`config.mk`:
```
export PLATFORM = sky130hd
export DESIGN_NAME = branch_resolve_ctrl
export DESIGN_NICKNAME = d
export VERILOG_FILES = /design/src/rtl/branch_resolve_ctrl.sv
export SDC_FILE = /design/constraint.sdc
export NUM_CORES = 1
export LEC_CHECK = 0
export CAP_MARGIN = 20
export CORE_UTILIZATION = 30
export DETAILED_ROUTE_END_ITERATION = 10
export PLACE_DENSITY = 0.65
export SLEW_MARGIN = 20
export SYNTH_ARGS = -nofsm -noshare
export SYNTH_HDL_FRONTEND = slang
export SYNTH_SLANG_ARGS = --single-unit
```
`constraint.sdc`:
```
create_clock -name clk -period 5.04 [get_ports clk]
set_input_delay 1.008 -clock clk [delete_from_list [all_inputs] [get_ports clk]]
set_output_delay 1.008 -clock clk [all_outputs]
set_load 0.01 [all_outputs]
```
`src/rtl/branch_resolve_ctrl.sv`:
```
// ID-stage branch resolution control: comparator operand select/forward, hazard stall,
// one-cycle PC redirect with IF flush, saturating branch statistics and a stall watchdog.
module branch_resolve_ctrl #(
  parameter int unsigned PC_W      = 32,
  parameter int unsigned CNT_W     = 16,
  parameter int unsigned MAX_STALL = 4
) (
  input  logic             clk,
  input  logic             rst_n,
  input  logic             id_valid,
  input  logic [2:0]       id_br_ctrl,
  input  logic [4:0]       id_rs,
  input  logic [4:0]       id_rt,
  input  logic [PC_W-1:0]  id_rs_data,
  input  logic [PC_W-1:0]  id_rt_data,
  input  logic [PC_W-1:0]  id_pc,
  input  logic [PC_W-1:0]  id_offset,
  input  logic             ex_wr_en,
  input  logic             ex_mem_read,
  input  logic [4:0]       ex_wr_reg,
  input  logic             mem_wr_en,
  input  logic             mem_mem_read,
  input  logic [4:0]       mem_wr_reg,
  input  logic [PC_W-1:0]  mem_alu_result,
  input  logic             cmp_out,
  output logic [2:0]       cmp_ctrl,
  output logic [PC_W-1:0]  cmp_in1,
  output logic [PC_W-1:0]  cmp_in2,
  output logic             stall_if_id,
  output logic             flush_if,
  output logic             redirect_valid,
  output logic [PC_W-1:0]  redirect_pc,
  output logic [CNT_W-1:0] branch_count,
  output logic [CNT_W-1:0] taken_count,
  output logic             stall_err
);

  localparam int unsigned CTRL_W  = 3;
  localparam int unsigned STALL_W = $clog2(MAX_STALL + 1);

  localparam logic [CTRL_W-1:0] BR_NONE = 3'b000;
  localparam logic [CTRL_W-1:0] BR_BEQ  = 3'b001;
  localparam logic [CTRL_W-1:0] BR_BNE  = 3'b010;

  typedef enum logic [1:0] {
    S_IDLE     = 2'd0,
    S_STALL    = 2'd1,
    S_REDIRECT = 2'd2
  } state_t;

  state_t             state;
  logic [STALL_W-1:0] stall_cnt;
  logic [STALL_W-1:0] stall_cnt_inc;

  logic            br_active;
  logic            use_rt;
  logic            rs_ex_hit;
  logic            rs_mem_hit;
  logic            rt_ex_hit;
  logic            rt_mem_hit;
  logic            rs_haz;
  logic            rt_haz;
  logic            hazard;
  logic            resolve;
  logic [PC_W-1:0] rs_val;
  logic [PC_W-1:0] rt_val;
  logic [PC_W-1:0] br_target;

  // An EX producer stalls whether or not it is a load; the load flag only matters in MEM.
  logic unused_ex_mem_read;
  assign unused_ex_mem_read = ex_mem_read;

  assign br_active = id_valid && (id_br_ctrl != BR_NONE);
  assign use_rt    = (id_br_ctrl == BR_BEQ) || (id_br_ctrl == BR_BNE);

  // Producer matches; register 0 is hardwired and never hazards or forwards.
  assign rs_ex_hit  = ex_wr_en  && (ex_wr_reg  == id_rs) && (id_rs != 5'd0);
  assign rs_mem_hit = mem_wr_en && (mem_wr_reg == id_rs) && (id_rs != 5'd0);
  assign rt_ex_hit  = ex_wr_en  && (ex_wr_reg  == id_rt) && (id_rt != 5'd0);
  assign rt_mem_hit = mem_wr_en && (mem_wr_reg == id_rt) && (id_rt != 5'd0);

  assign rs_haz = rs_ex_hit || (rs_mem_hit && mem_mem_read);
  assign rt_haz = use_rt && (rt_ex_hit || (rt_mem_hit && mem_mem_read));
  assign hazard = rs_haz || rt_haz;

  assign rs_val = rs_mem_hit ? mem_alu_result : id_rs_data;
  assign rt_val = rt_mem_hit ? mem_alu_result : id_rt_data;

  assign cmp_ctrl    = br_active ? id_br_ctrl : BR_NONE;
  assign cmp_in1     = rs_val;
  assign cmp_in2     = use_rt ? rt_val : '0;
  assign stall_if_id = br_active && hazard && (state != S_REDIRECT);
  assign resolve     = br_active && !hazard && (state != S_REDIRECT);
  assign br_target   = id_pc + PC_W'(4) + id_offset;

  // Run length saturates at the watchdog threshold so it can never wrap back below it.
  assign stall_cnt_inc = (stall_cnt == STALL_W'(MAX_STALL)) ? stall_cnt
                                                            : stall_cnt + STALL_W'(1);

  // Sequencer with registered redirect/flush, statistics and watchdog.
  always_ff @(posedge clk or negedge rst_n) begin
    if (!rst_n) begin
      state          <= S_IDLE;
      stall_cnt      <= '0;
      redirect_valid <= 1'b0;
      flush_if       <= 1'b0;
      redirect_pc    <= '0;
      branch_count   <= '0;
      taken_count    <= '0;
      stall_err      <= 1'b0;
    end else begin
      case (state)
        S_REDIRECT: begin
          state          <= S_IDLE;
          redirect_valid <= 1'b0;
          flush_if       <= 1'b0;
        end
        S_IDLE, S_STALL: begin
          if (br_active && hazard) begin
            state     <= S_STALL;
            stall_cnt <= stall_cnt_inc;
            if (stall_cnt_inc == STALL_W'(MAX_STALL)) begin
              stall_err <= 1'b1;
            end
          end else begin
            stall_cnt <= '0;
            state     <= S_IDLE;
            if (resolve) begin
              if (branch_count != '1) begin
                branch_count <= branch_count + CNT_W'(1);
              end
              if (cmp_out) begin
                if (taken_count != '1) begin
                  taken_count <= taken_count + CNT_W'(1);
                end
                redirect_pc    <= br_target;
                redirect_valid <= 1'b1;
                flush_if       <= 1'b1;
                state          <= S_REDIRECT;
              end
            end
          end
        end
        default: begin
          state          <= S_IDLE;
          stall_cnt      <= '0;
          redirect_valid <= 1'b0;
          flush_if       <= 1'b0;
        end
      endcase
    end
  end

endmodule

```
== Word-level counts from Yosys, hierarchy flattened ==
Index checks and enable logic that the tools add are counted.

* Word-level logic and storage cells: 75
* Output and inout port bits: 135
* Bits in registers: 71
* Input bits: 191

* Eq/ne operators: 16
* Reductions and logical operators: 31
* Bitwise gates (word level): 1
* Add/subtract/negate cells: 5
* Mux-type cells: 15

{| class="wikitable"
|+ Operators with widths
! cell !! count
|-
| 2-to-1 mux 32 bit || 3
|-
| adder 16 x 1 -> 16 bit, second input constant || 2
|-
| adder 32 x 3 -> 32 bit, second input constant || 1
|-
| adder 32 bit || 1
|-
| inequality test 16 bit, second input constant || 2
|-
| == test 5 bit || 4
|-
| logical AND 1 bit || 16
|-
| nonzero test 5 bit || 2
|-
| 2-to-1 mux 3 bit || 3
|-
| 2-to-1 mux 2 bit || 4
|-
| inequality test 2 bit, second input constant || 4
|-
| AND reduction 4 bit || 2
|-
| == test 3 bit, second input constant || 2
|-
| case mux 3 bit (2 select lines) || 1
|-
| AND reduction 3 bit || 2
|-
| AND reduction 5 bit || 1
|-
| logical OR 1 bit || 4
|-
| 2-to-1 mux 1 bit || 4
|-
| adder 3 x 1 -> 3 bit, second input constant || 1
|-
| == test 3 x 1 -> 1 bit, second input constant || 1
|-
| == test 3 x 2 -> 1 bit, second input constant || 1
|-
| nonzero test 3 bit || 1
|-
| == test 2 x 1 -> 1 bit, second input constant || 1
|-
| == test 2 bit, second input constant || 1
|-
| other kinds (4) || 4
|}

== Depth between registers and ports, before layout ==
Gate-level depths: netlist (run 1).

* Word-level depth: 13
* Gate-level depth with buffers: 13

== Worst setup path after synthesis (run 1) ==
No wires, ideal clock.

* Kind: input to register
* Start: in id_pc[15]
* End: reg redirect_pc[30]
* Required time: 4.911 ns
* Stages on the path: 11
* Arrival time: 3.557 ns
* Slack: 1.354 ns
* Buffers on the path: 0
* Cells stage by stage: ha_1 -> ha_1 -> a21o_1 -> a21o_1 -> a2111oi_2 -> a31oi_1 -> a21o_1 -> or4b_1 -> a31oi_1 -> xor2_1 -> o21ai_1

* Cells in the longest elaborated chain, start to end: 2

{| class="wikitable"
|+ RTL lines
! item !! line !! RTL
|-
| start: declaration || 16 || <nowiki>input logic [PC_W-1:0] id_pc,</nowiki>
|-
| adder 32 x 3 -> 32 bit || 94 || <nowiki>assign br_target = id_pc + PC_W'(4) + id_offset;</nowiki>
|-
| adder 32 bit || 94 ||
|-
| end signal: assignment || 136 || <nowiki>redirect_pc <= br_target;</nowiki>
|-
| end: declaration || 32 || <nowiki>output logic [PC_W-1:0] redirect_pc,</nowiki>
|}

Every way passes these cells.
A chain may end at the register's enable or synchronous reset.

== Final worst setup path (run 1) ==
* Start: in id_rs[2]
* End: out cmp_in1[28]

* Cells in the longest elaborated chain, start to end: 4

{| class="wikitable"
|+ RTL lines
! item !! line !! RTL
|-
| start: declaration || 12 || <nowiki>input logic [4:0] id_rs,</nowiki>
|-
| == test 5 bit || 78 || <nowiki>assign rs_mem_hit = mem_wr_en && (mem_wr_reg == id_rs) && (id_rs != 5'd0);</nowiki>
|-
| logical AND 1 bit || 78 ||
|-
| logical AND 1 bit * || 78 ||
|-
| 2-to-1 mux 32 bit * || 86 || <nowiki>assign rs_val = rs_mem_hit ? mem_alu_result : id_rs_data;</nowiki>
|-
| end: declaration || 27 || <nowiki>output logic [PC_W-1:0] cmp_in1,</nowiki>
|}

Every way passes the cells marked *; elsewhere a longest branch is shown, timed or not.

==> results of run 1 <==
==> flip-flops by register name, indices dropped and copies added, names as in the netlist <==
signal	cells
redirect_pc	32
branch_count	16
stall_err	1
redirect_valid	1
state	2
stall_cnt	3
taken_count	16
==> layout by cell type (no fill, tap or decap), types with 2 or more instances in the layout <==
cell	Yosys	layout
clkdlybuf4s50_1	0	323
dfrtp_1	71	71
ha_1	65	65
nand2_1	55	55
nor2_1	53	53
xnor2_1	46	46
mux2_2	36	36
o21ai_0	36	36
a21oi_1	35	35
mux2i_1	33	33
xor2_1	22	22
inv_1	18	18
nand3_1	18	18
nand4_1	15	15
and3_1	12	12
nor3_1	11	10
clkbuf_16	0	9
a21o_1	8	8
o21a_1	7	7
o31ai_1	7	7
and2_1	6	6
a31oi_1	6	6
diode_2	0	5
nand2b_1	5	5
and4_1	5	5
nor2b_1	5	5
or2_2	5	5
nor4_1	4	4
a211oi_1	4	4
or4_1	4	4
buf_4	3	4
o211ai_1	2	2
a221o_1	2	2
o21ai_2	2	2
o21bai_1	2	2
a21boi_0	2	2
nor2_2	2	2
inv_8	0	2
inv_6	0	2
clkinvlp_4	0	2
==> worst max path at each step <==
stage / endpoint / slack [ns] / depth (start not counted)
6_report: cmp_in1[28] / 0.54 / 7
5_1_grt: cmp_in1[28] / 0.43 / 7
4_1_cts: cmp_in1[28] / 0.55 / 7
3_5_place_dp: cmp_in1[28] / 0.56 / 7
3_3_place_gp: cmp_in1[28] / 0.55 / 7
2_1_floorplan: redirect_pc[30] / 1.35 / 11
==> worst max-delay path: cells and delay by family <==
| family | cells | cell delay [ns] |
|---|---|---|
| buffers and inverters | 3 | 1.55 |
| and+or+nand+nor | 3 | 0.54 |
| muxes | 1 | 0.39 |
==> metal layers <==
layer	global-route usage [%]	part of all wire [%]
met4	5.21	1.6
met5	0	0.37
met3	6.64	8.3
met1	27.1	46
met2	30.3	44
==> metrics by stage <==
step / util, % / setup slack [ns] / std cells
final: 50.3 / 0.545 / 1244
after global routing: 50.3 / 0.431 / 1239
after CTS: 50.3 / 0.551 / 1239
after detailed placement: 48.8 / 0.558 / 1223
after global placement: 48.8 / 0.553 / 1223
after floorplan: - / 1.35 / 651
==> area by class of cell <==
cell class | count | area share [%]
Timing Repair Buffer | 328 | 33.4
Tap cell | 265 | 3.37
Clock inverter | 7 | 0.649
Multi-Input combinational cell | 541 | 41.4
Antenna cell | 5 | 0.127
Sequential cell | 71 | 18.1
Clock buffer | 9 | 2.29
Inverter | 18 | 0.688
==> power by group <==
part	total, W	internal [W]	leakage, nW	switching [W]
Sequential	0.000796	0.000694	0.912	0.000102
Combinational	0.00109	0.000614	2.94	0.000473
Clock	0.000622	0.000344	0.137	0.000277
==> cell families after synthesis <==
kind of cell | synth area share [%]
and+or+nand+nor | 17.4
AOI/OAI and AO/OA | 14.1
DFF | 29.7
muxes | 12.3
xor gates and xnor gates | 9.95
adders and majority gates | 13.9
buffers and inverters | 2.65
==> results.rst, run 1 <==
.. list-table::
   :header-rows: 1

   * - Metric
     - Value
   * - Count of input and output buffers
     - 324
   * - Clock latency on the worst-skew pair
     - 0.34 ns
   * - Average instance area after synthesis
     - 9.20 um^2
   * - CTS Root Cell
     - clkbuf_16
   * - Setup total negative slack
     - 0 ns
   * - Hold Worst Slack
     - 0.475 ns
   * - Worst Max-Slew Pin Slew
     - 0.935 ns
   * - Number of remaining DRC errors
     - 0
   * - Routability Congestion
     - 0.888
   * - WHS Endpoint
     - redirect_pc[20]
   * - First-pass GRT wire length
     - 31,300 um
   * - Worst R2R End
     - branch_count[15]
   * - Detailed Route Iter0 Violations
     - 224
   * - Combined area of the multi-input logic cells
     - 4070 um^2
   * - Maximum number of buffers from clock root to sink
     - 2
   * - Most frequent cell after synthesis
     - dfrtp_1
   * - Status
     - finished, final reports clean
   * - Post-synthesis cell count
     - 651
   * - Initial antenna violation count
     - 9
   * - Routed length per instance
     - 16.5 um
   * - Vertical die dimension
     - 143 um
   * - Critical Path AT
     - 3.49 ns
   * - Cell type contributing the most total cell area after synthesis
     - dfrtp_1
   * - CTS tree
     - done
   * - Net Count, Synth
     - 908
   * - Number of library cell types mapped by synthesis
     - 63
   * - Clock buffers created by TritonCTS
     - 9
   * - Leakage power total
     - 3.99 nW
   * - Buffers inserted during post-CTS setup optimization
     - 0
   * - Biggest fanout along the worst timing path
     - 32
   * - Final hold vios
     - 0
   * - R2r worst-path depth
     - 8
   * - Number of cell rows
     - 51
   * - Peak VDD IR
     - 0.157 mV
   * - Worst-case clock skew
     - 0.00638 ns
   * - Clk sinks
     - 71
   * - Worst endpoint required time
     - 4.03 ns
   * - Power density over cell area
     - 255 nW/um^2
   * - Finished layout cell area
     - 9830 um^2
   * - Cell occurring most often along the worst timing path
     - clkdlybuf4s50_1
   * - DP Area
     - 9530 um^2
   * - Synthesis Warnings
     - 0
   * - List of cells traversed by the critical path
     - clkdlybuf4s50_1, or4_1, nor2_2, nor4_4, buf_4, mux2_2, clkdlybuf4s50_1
   * - Max Freq
     - 222 MHz
   * - CTS H-tree depth
     - 3
   * - Worst setup path start
     - id_rs[2]
   * - Worst slew margin
     - 37.7%
   * - DIE AREA
     - 20,500 um^2
   * - Number of nets in the layout
     - 1,226
   * - Min-Delay Path Depth
     - 1
   * - Drt total wl
     - 20,500 um
   * - Max-slew violation count
     - 0
   * - Register-to-register path setup slack
     - 2.36 ns
   * - Via count of the first global-routing pass
     - 5,622
   * - Crit. End Element
     - output pin
   * - Leading cell types by total area after synthesis
     - dfrtp_1, ha_1, mux2_2, xnor2_1, mux2i_1
   * - Minimum clock period after layout
     - 4.50 ns
   * - Sequential cell area
     - 1780 um^2
   * - Async set-reset flop share out of synthesis
     - 100%
   * - Peak per-stage delay on the critical path
     - 0.56 ns
   * - Number of hold-repair buffers added at the cts stage
     - 0
   * - Placeable Area
     - 19,500 um^2
   * - Worst-path clk slew
     - 0.06 ns
   * - Reg-to-reg critical path startpoint
     - branch_count[2]
   * - Library cell contributing the largest single delay on the critical path
     - clkdlybuf4s50_1
   * - Total congestion overflow
     - 0
   * - # setup viols final
     - 0
   * - Fraction of the yosys area taken by sequential cells
     - 29.7%
   * - Count of pins on the block boundary
     - 326
   * - Start-to-end type of the worst setup path
     - input port to output pin
   * - Pin count of the biggest net entering global routing
     - 72
   * - Kind of path behind the tightest hold check
     - flip-flop to flip-flop
   * - Setup repair after global routing missed its margin
     - no
   * - Via Count
     - 6,039
   * - Top_reg_cell synth
     - dfrtp_1
   * - EDFF count, synth
     - 0
   * - Commonest cells post-synth
     - dfrtp_1, ha_1, nand2_1
   * - Ratio of cells with drive above 1 in the final layout
     - 7.80%
   * - Area share of the leading cell type in the synthesized netlist
     - 29.7%
   * - # resized after CTS
     - 0
   * - Pre-Repair DR Iteration Count
     - 5
   * - Total routing resource utilization after global routing
     - 20.0%
   * - Count of max-cap constraint violations
     - 0
   * - Average via count per standard cell
     - 4.85
   * - Width of the chip
     - 143 um
   * - FF+latch count, synth
     - 71
   * - Remaining number of nets flagged by the antenna check after routing
     - 0
   * - Layout-stage area growth over the synthesis result
     - 64.1%
   * - Starting utilization of the core area
     - 30.7%
   * - Part of the cycle the worst path needs
     - 89.2%
   * - Startpoint of the most critical hold path
     - redirect_pc[20]
   * - Startpoint class of the critical path
     - input port
   * - Detailed placer's ending HPWL
     - 16,900 um
   * - Mapped cell area
     - 5990 um^2
   * - Total power
     - 0.00250 W
   * - Fillers
     - 1,861
No activity file was read; power rests on OpenSTA's default activity.
==> run 2, diff against run 1 <==
GPL_ROUTABILITY_DRIVEN = 0   (was default)
==> results of run 2 <==
Final layout, timing and power as in run 1 (identical DEF).
